### config.mk
export PLATFORM = sky130hd
export DESIGN_NAME = imem_boot_ctrl
export DESIGN_NICKNAME = d
export VERILOG_FILES = /design/src/rtl/imem_boot_ctrl.sv
export SDC_FILE = /design/constraint.sdc
export NUM_CORES = 1
export LEC_CHECK = 0
export BUFFER_PORTS_ARGS = -buffer_cell sky130_fd_sc_hd__buf_2
export CELL_PAD_IN_SITES_DETAIL_PLACEMENT = 2
export CELL_PAD_IN_SITES_GLOBAL_PLACEMENT = 2
export CORE_ASPECT_RATIO = 0.8
export CORE_MARGIN = 4
export CORE_UTILIZATION = 28
export DETAILED_ROUTE_END_ITERATION = 12
export PLACE_DENSITY = 0.81
export REMOVE_ABC_BUFFERS = 1
export SKIP_CTS_REPAIR_TIMING = 1
export SYNTH_ARGS = -nofsm -noshare
export SYNTH_HDL_FRONTEND = slang
export SYNTH_SLANG_ARGS = --single-unit
### constraint.sdc
create_clock -name clk -period 2.46 [get_ports clk]
set_input_delay 0.246 -clock clk [delete_from_list [all_inputs] [get_ports clk]]
set_output_delay 0.246 -clock clk [all_outputs]
set_load 0.03 [all_outputs]
### src/rtl/imem_boot_ctrl.sv
// imem_boot_ctrl: sequences the 32-bit little-endian instruction memory through
// a boot-load phase, where loader words are written one per two cycles, and a
// run phase, where the fetch stage reads it with one cycle of registered latency.
// Optional feature macro IMEM_RELOAD_EN: lets 'reload' send RUN back to LOAD.
// Without it, RUN is terminal until rst_n and 'reload' is ignored.
module imem_boot_ctrl #(
  parameter int DEPTH = 1024,
  parameter int CNT_W = 9
) (
  input  logic             clk,
  input  logic             rst_n,
  input  logic             ld_valid,
  output logic             ld_ready,
  input  logic [31:0]      ld_addr,
  input  logic [31:0]      ld_data,
  input  logic             ld_last,
  input  logic             f_req,
  input  logic [31:0]      f_addr,
  output logic             f_gnt,
  output logic [31:0]      f_rdata,
  output logic             f_valid,
  output logic [31:0]      mem_addr,
  output logic [31:0]      mem_din,
  output logic             mem_w,
  input  logic [31:0]      mem_dout,
  output logic             boot_done,
  output logic [CNT_W-1:0] ld_count,
  output logic             ld_err,
  input  logic             reload
);

  typedef enum logic [1:0] {
    LOAD  = 2'd0,
    WRITE = 2'd1,
    RUN   = 2'd2
  } state_t;

  localparam logic [31:0]      MAX_ADDR = 32'(DEPTH - 4);
  localparam logic [CNT_W-1:0] CNT_MAX  = '1;

  state_t           state;
  state_t           next_state;
  logic [31:0]      addr_q;
  logic [31:0]      din_q;
  logic             last_q;
  logic [CNT_W-1:0] count_q;
  logic             err_q;
  logic [31:0]      rdata_q;
  logic             valid_q;
  logic             ld_take;
  logic             ld_drop;
  logic             reload_hit;

  // A loader word is taken whenever LOAD sees ld_valid; misaligned or
  // out-of-range words are taken but dropped instead of written.
  assign ld_take = (state == LOAD) && ld_valid;
  assign ld_drop = ld_take && ((ld_addr[1:0] != 2'b00) || (ld_addr > MAX_ADDR));

`ifdef IMEM_RELOAD_EN
  assign reload_hit = (state == RUN) && reload;
`else
  logic unused_reload;
  assign unused_reload = reload;
  assign reload_hit    = 1'b0;
`endif

  // State register; async reset drops WRITE (and so mem_w) immediately.
  always_ff @(posedge clk or negedge rst_n) begin
    if (!rst_n) begin
      state <= LOAD;
    end else begin
      state <= next_state;
    end
  end

  // Next-state logic: LOAD -> WRITE per good word, LOAD/WRITE -> RUN on last.
  always_comb begin
    next_state = state;
    case (state)
      LOAD: begin
        if (ld_valid) begin
          if (ld_drop) begin
            next_state = ld_last ? RUN : LOAD;
          end else begin
            next_state = WRITE;
          end
        end
      end
      WRITE:   next_state = last_q ? RUN : LOAD;
      RUN:     next_state = reload_hit ? LOAD : RUN;
      default: next_state = LOAD;
    endcase
  end

  // Outputs decoded from state; the fetch port owns mem_addr only while requesting in RUN.
  always_comb begin
    ld_ready  = 1'b0;
    mem_w     = 1'b0;
    boot_done = 1'b0;
    f_gnt     = 1'b0;
    mem_addr  = addr_q;
    case (state)
      LOAD:  ld_ready = 1'b1;
      WRITE: mem_w    = 1'b1;
      RUN: begin
        boot_done = 1'b1;
        f_gnt     = f_req && !reload_hit;
        if (f_req) begin
          mem_addr = f_addr;
        end
      end
      default: ;
    endcase
  end

  // Address/data holding registers: loader captures, then last fetch address is held.
  always_ff @(posedge clk or negedge rst_n) begin
    if (!rst_n) begin
      addr_q <= '0;
      din_q  <= '0;
      last_q <= 1'b0;
    end else if (ld_take && !ld_drop) begin
      addr_q <= ld_addr;
      din_q  <= ld_data;
      last_q <= ld_last;
    end else if ((state == RUN) && f_req) begin
      addr_q <= f_addr;
    end
  end

  // Written-word counter (saturating) and sticky drop flag, both cleared on reload.
  always_ff @(posedge clk or negedge rst_n) begin
    if (!rst_n) begin
      count_q <= '0;
      err_q   <= 1'b0;
    end else begin
      if (reload_hit) begin
        count_q <= '0;
      end else if ((state == WRITE) && (count_q != CNT_MAX)) begin
        count_q <= count_q + 1'b1;
      end
      if (reload_hit) begin
        err_q <= 1'b0;
      end else if (ld_drop) begin
        err_q <= 1'b1;
      end
    end
  end

  // Fetch return register: captures the combinational memory read on a grant.
  always_ff @(posedge clk or negedge rst_n) begin
    if (!rst_n) begin
      rdata_q <= '0;
      valid_q <= 1'b0;
    end else begin
      valid_q <= f_gnt;
      if (f_gnt) begin
        rdata_q <= mem_dout;
      end
    end
  end

  assign mem_din  = din_q;
  assign ld_count = count_q;
  assign ld_err   = err_q;
  assign f_rdata  = rdata_q;
  assign f_valid  = valid_q;

endmodule

* Word-level counts from Yosys, hierarchy flattened
Cells that the tools add are included.
** Operators by class
- Add/subtract/negate cells :: 1
- Order comparisons :: 1
- Equality and inequality tests :: 4
- Multiplexer cells :: 13
- Reduce and logical (&&, ||, !) cells :: 10
** Operators by type and width (count)
- 32-bit 2-to-1 mux :: 4
- 32-bit by 10-bit greater-than comparator with 1-bit output, second input constant :: 1
- 9-bit by 1-bit adder with 9-bit output, second input constant :: 1
- 9-bit inequality test, second input constant :: 1
- 2-bit 2-to-1 mux :: 4
- 2-bit one-hot mux with 3 select lines :: 1
- 1-bit logical AND :: 5
- 1-bit 2-to-1 mux :: 4
- 2-bit nonzero test :: 2
- 2-bit by 1-bit == test with 1-bit output, second input constant :: 1
- 2-bit == test, second input constant :: 1
- 2-bit logical NOT :: 1
- 2-bit inequality test, second input constant :: 1
- 1-bit logical NOT :: 1
- 1-bit logical OR :: 1
** Storage, ports and cells
- Bits in registers :: 110
- Input port bits :: 134
- Word-level logic and storage cells :: 37

* Logic depth before layout (Yosys ltp)
- Depth after elaboration :: 6
- Mapped depth :: 8
- Mapped depth without buffers :: 8

* Least setup slack after synthesis
OpenSTA, ideal clock, no wires.
- Path type :: register to register
- From :: register count_q[0] (netlist: ld_count[0])
- To :: register count_q[6] (netlist: ld_count[6])
- Library setup time :: 0.134 ns
- Arrival time :: 2.043 ns
- Setup slack :: 0.284 ns
- Stages on the path, launching flop included :: 9
- Path buffers :: 0
- Cells stage by stage :: dfrtp_1 -> ha_1 -> nand3_1 -> nor2_1 -> ha_1 -> nor3b_1 -> and3_1 -> nand4_1 -> xnor2_1
** On the way
- Word-level cells in the longest chain between the ends :: 2
- Elaborated cells on any way between the ends :: 3
- Classes of those cells :: 1 x add/sub; 1 x eq/ne; 1 x reduce/logical
** Ends and longest elaborated chain
- start: declaration :: line 46 : logic [CNT_W-1:0] count_q;
- start signal: assignment :: line 140 : count_q <= count_q + 1'b1;
- parallel branches: the longest is 2 deep, another holds 9-bit by 1-bit adder with 9-bit output
Several ways; the timed one is not identified.
A chain may end at the register's enable or synchronous reset.

* Worst setup path after layout
- From :: register state[1]
- To :: output port mem_addr[4]
** On the way
- Word-level cells in the longest chain between the ends :: 2
** Ends and longest elaborated chain
- start: declaration :: line 41 : state_t state;
- start signal: assignment :: line 72 : state <= next_state;
- 2-bit == test :: line 102 : case (state)
- 32-bit 2-to-1 mux :: line 102
- end: declaration :: line 22 : output logic [31:0] mem_addr,
No other way between the ends.

==> metrics.txt <==
# TYPE chip_impl_metric gauge
chip_impl_info{name="status",value="complete, no violations"} 1
chip_impl_metric{name="period_minus_slack",unit="ns"} 2.21
chip_impl_metric{name="synthDominantCellAreaShare",unit=""} 0.606
chip_impl_info{name="mostFrequentLayoutCells",value="242 x sky130_fd_sc_hd__buf_2, 110 x sky130_fd_sc_hd__dfrtp_1, 105 x sky130_fd_sc_hd__mux2_2"} 1
chip_impl_info{name="slowest_stage",value="sky130_fd_sc_hd__dfrtp_1"} 1
chip_impl_metric{name="synth_fa_ha_area_frac",unit=""} 0.00551
chip_impl_metric{name="initial_utilization",unit=""} 0.287
chip_impl_info{name="hold_path_class",value="in -> reg"} 1
chip_impl_metric{name="final_estimated_routing_congestion_in_global_placement",unit=""} 0.674
chip_impl_metric{name="num_io_pins",unit=""} 245
chip_impl_info{name="cts_root_buf",value="sky130_fd_sc_hd__clkbuf_16"} 1
chip_impl_metric{name="highest_net_fanout_along_the_worst_path",unit=""} 65
chip_impl_metric{name="layout.area.seq",unit="um^2"} 2750
chip_impl_metric{name="finalCoreUtilization",unit=""} 0.404
chip_impl_metric{name="yosys.area_share.xor_xnor",unit=""} 0.0135
chip_impl_metric{name="setup_viol",unit=""} 0
chip_impl_metric{name="synth.avg_cell_area",unit="um^2"} 15.2
chip_impl_metric{name="clock_tree.htree_level_count",unit=""} 3
chip_impl_metric{name="drt-pass1-iter-count",unit=""} 4
chip_impl_info{name="tritoncts",value="built"} 1
chip_impl_metric{name="buffers_and_inverters_on_the_worst_path",unit=""} 2
chip_impl_metric{name="synth_simple_gate_area_share",unit=""} 0.0364
chip_impl_metric{name="area.growth.synth_to_final",unit="%"} 40.9
chip_impl_metric{name="antenna_violations_before_repair",unit=""} 2
chip_impl_metric{name="drt-wirelength-per-cell",unit="um"} 18.8
chip_impl_metric{name="clk_transition_reported_paths",unit="ns"} 0.07
chip_impl_metric{name="total_vias_in_the_final_route",unit=""} 3503
chip_impl_info{name="synthTopCellsByArea",value="sky130_fd_sc_hd__dfrtp_1 61%, sky130_fd_sc_hd__mux2_2 26%, sky130_fd_sc_hd__o31a_1 4.6%"} 1
chip_impl_metric{name="synth.yosys.warnings",unit=""} 0
chip_impl_info{name="largest_family_of_logic_cells_by_synthesized_area",value="multiplexers"} 1
chip_impl_metric{name="viasPerCell",unit=""} 4.56
chip_impl_metric{name="cap_violations",unit=""} 0
chip_impl_metric{name="cts.sink_count",unit=""} 110
chip_impl_metric{name="total_die_area",unit="um^2"} 18300
chip_impl_metric{name="worst-endpoint-arrival",unit="ns"} 1.96
chip_impl_metric{name="core-area",unit="um^2"} 15900
chip_impl_metric{name="remaining_drcs",unit=""} 0
chip_impl_metric{name="globalRouteTotalUtil",unit=""} 0.154
chip_impl_metric{name="nNetsFinal",unit=""} 681
chip_impl_info{name="synth_top_cell_by_area",value="sky130_fd_sc_hd__dfrtp_1"} 1
chip_impl_metric{name="fin_crit_sh",unit=""} 0.896
chip_impl_metric{name="post_route_cells_drive_above_1_share",unit=""} 0.682
chip_impl_metric{name="grt_pass1_vias",unit=""} 4005
chip_impl_metric{name="multi_input_comb_area",unit="um^2"} 1690
chip_impl_metric{name="worst_ir_drop_vdd",unit="uV"} 448
chip_impl_metric{name="io_buffer_count",unit=""} 243
chip_impl_metric{name="die_width",unit="um"} 150
chip_impl_metric{name="fin_worst_skew",unit="ns"} 0.00467
chip_impl_metric{name="clock_latency",unit="ns"} 0.35
chip_impl_info{name="crit_chain",value="nor2b_1, nand2_2, buf_12, mux2_2, buf_2"} 1
chip_impl_metric{name="ys_seq_elements",unit=""} 110
chip_impl_metric{name="detailedPlacementHpwl",unit="um"} 11100
chip_impl_metric{name="seq_area_frac_synth",unit=""} 0.606
chip_impl_metric{name="route.met2.wl",unit="um"} 7680
chip_impl_metric{name="synth-compound-area-share",unit=""} 0.0501
chip_impl_metric{name="slew_headroom",unit=""} 0.601
chip_impl_metric{name="fin_max_slew_vios",unit=""} 0
chip_impl_metric{name="final-hold-violation-count",unit=""} 0
chip_impl_metric{name="grt_overflow",unit=""} 0
chip_impl_metric{name="achievable-frequency",unit="MHz"} 453
chip_impl_metric{name="critical_path_required",unit="ns"} 2.21
chip_impl_metric{name="cts_made_buffers",unit=""} 9
chip_impl_metric{name="met3_wirelength",unit="um"} 1280
chip_impl_info{name="unrepaired_setup_endpoints_after_global_routing",value="no"} 1
chip_impl_metric{name="grt_first_pass_wirelength",unit="um"} 21900
chip_impl_metric{name="initialDrtViolationCount",unit=""} 59
chip_impl_info{name="timing.critical_path.max_delay_family",value="buffers and inverters"} 1
chip_impl_metric{name="drtAntennaViolNets",unit=""} 0
chip_impl_metric{name="final.fill_count",unit=""} 1651
chip_impl_info{name="route.top_layer_used",value="met4"} 1
chip_impl_metric{name="met1_length",unit="um"} 5280
chip_impl_metric{name="deepest_clock_path_buffer_count",unit=""} 2
chip_impl_metric{name="yosys-mux-area-fraction",unit=""} 0.265
chip_impl_info{name="critPathLaunchType",value="register"} 1
chip_impl_info{name="setup.worst_path.class",value="reg -> out"} 1
chip_impl_metric{name="timing.critical_path.slowest_cell_delay",unit="ns"} 0.41
chip_impl_metric{name="cellLeakagePower",unit="nW"} 3.28
chip_impl_metric{name="floorplan.die.height",unit="um"} 122
chip_impl_metric{name="syn_inst",unit=""} 299
chip_impl_info{name="layout.cells.most_common",value="sky130_fd_sc_hd__buf_2"} 1
chip_impl_metric{name="power.density_cell_area",unit="nW/um^2"} 684
chip_impl_metric{name="grt_max_degree",unit=""} 66
chip_impl_metric{name="postRouteWirelength",unit="um"} 14500
chip_impl_metric{name="netlist_area",unit="um^2"} 4540
chip_impl_metric{name="fp-row-count",unit=""} 41
chip_impl_info{name="critical_path.endpoint_type",value="output port"} 1
chip_impl_metric{name="timing_worst_slew_pin_value",unit="ns"} 0.598
chip_impl_metric{name="reg2reg_slack",unit="ns"} 0.50
chip_impl_metric{name="fin_tns_setup",unit="ns"} 0
chip_impl_metric{name="synth_cell_type_count",unit=""} 25
layer usage:
layer,GRT usage,vias to the layer above
met4,0.0417,0
met5,0,-
li1,-,1579
met2,0.281,138
met1,0.168,1768
met3,0.0558,18
flip-flops by register name, indices dropped and copies added (netlist names):
signal,count
addr_q,32
state,2
last_q,1
f_valid,1
f_rdata,32
ld_count,9
ld_err,1
mem_din,32
cell type report:
class	count	area share
Inverter	1	0.000587
Clock inverter	7	0.0199
Sequential cell	110	0.430
Multi-Input combinational cell	171	0.264
Timing Repair Buffer	252	0.207
Tap cell	215	0.0420
Clock buffer	9	0.0352
Antenna cell	3	0.00117
worst paths after layout:
| kind | from | end | cells past startpoint |
|---|---|---|---|
| max | state[1]$_DFFE_PN0P_ | mem_addr[4] | 5 |
| min | ld_data[6] | mem_din[6]$_DFFE_PN0P_ | 2 |
| max reg2reg | ld_count[0]$_DFFE_PN0P_ | ld_count[7]$_DFFE_PN0P_ | 9 |
| min reg2reg | ld_err$_DFFE_PN0P_ | ld_err$_DFFE_PN0P_ | 1 |
| max in group asynchronous | rst_n | mem_din[31]$_DFFE_PN0P_ | 3 |
| min in group asynchronous | rst_n | f_rdata[19]$_DFFE_PN0P_ | 2 |
power by group:
group,switching (mW),internal (mW),leakage [nW]
logic,0.425,0.286,1.72
clock network,0.701,1.01,0.173
registers,0.0417,1.91,1.38
total,1.17,3.21,3.28
synth_stat cells:
library cell	number
sky130_fd_sc_hd__a21oi_1	1
sky130_fd_sc_hd__and3_1	1
sky130_fd_sc_hd__buf_2	6
sky130_fd_sc_hd__buf_6	4
sky130_fd_sc_hd__clkbuf_1	7
sky130_fd_sc_hd__dfrtp_1	110
sky130_fd_sc_hd__ha_1	2
sky130_fd_sc_hd__inv_1	1
sky130_fd_sc_hd__mux2_1	2
sky130_fd_sc_hd__mux2_2	105
sky130_fd_sc_hd__nand2_1	6
sky130_fd_sc_hd__nand3_1	1
sky130_fd_sc_hd__nand3b_1	1
sky130_fd_sc_hd__nand4_1	3
sky130_fd_sc_hd__nand4_2	1
sky130_fd_sc_hd__nor2_1	5
sky130_fd_sc_hd__nor2b_1	2
sky130_fd_sc_hd__nor3_4	1
sky130_fd_sc_hd__nor3b_1	1
sky130_fd_sc_hd__nor4_1	6
sky130_fd_sc_hd__o21ai_0	1
sky130_fd_sc_hd__o21bai_1	1
sky130_fd_sc_hd__o31a_1	24
sky130_fd_sc_hd__xnor2_1	4
sky130_fd_sc_hd__xor2_1	3
metrics by stage:
step	total power, mW	cell area [um^2]	hold slack (ns)	cells	worst slack, ns
finish	4.38	6400	0.118	768	0.255
global route	4.59	6400	0.104	767	0.164
CTS	4.46	6380	-0.0886	764	0.213
detailed placement	2.72	6030	0.300	748	0.382
global placement	2.67	6030	0.282	748	0.534
floorplan	2.40	4440	-0.0496	282	-0.868
cells by family after synthesis:
kind of cell             after synthesis
AO/OA/AOI/OAI                         27
adder cells (fa/ha/maj)                2
AND/OR/NAND/NOR                       28
multiplexers                         107
XOR/XNOR                               7
buffers and inverters                 18
flip-flops                           110
No activity file was read; power rests on OpenSTA's default activity.
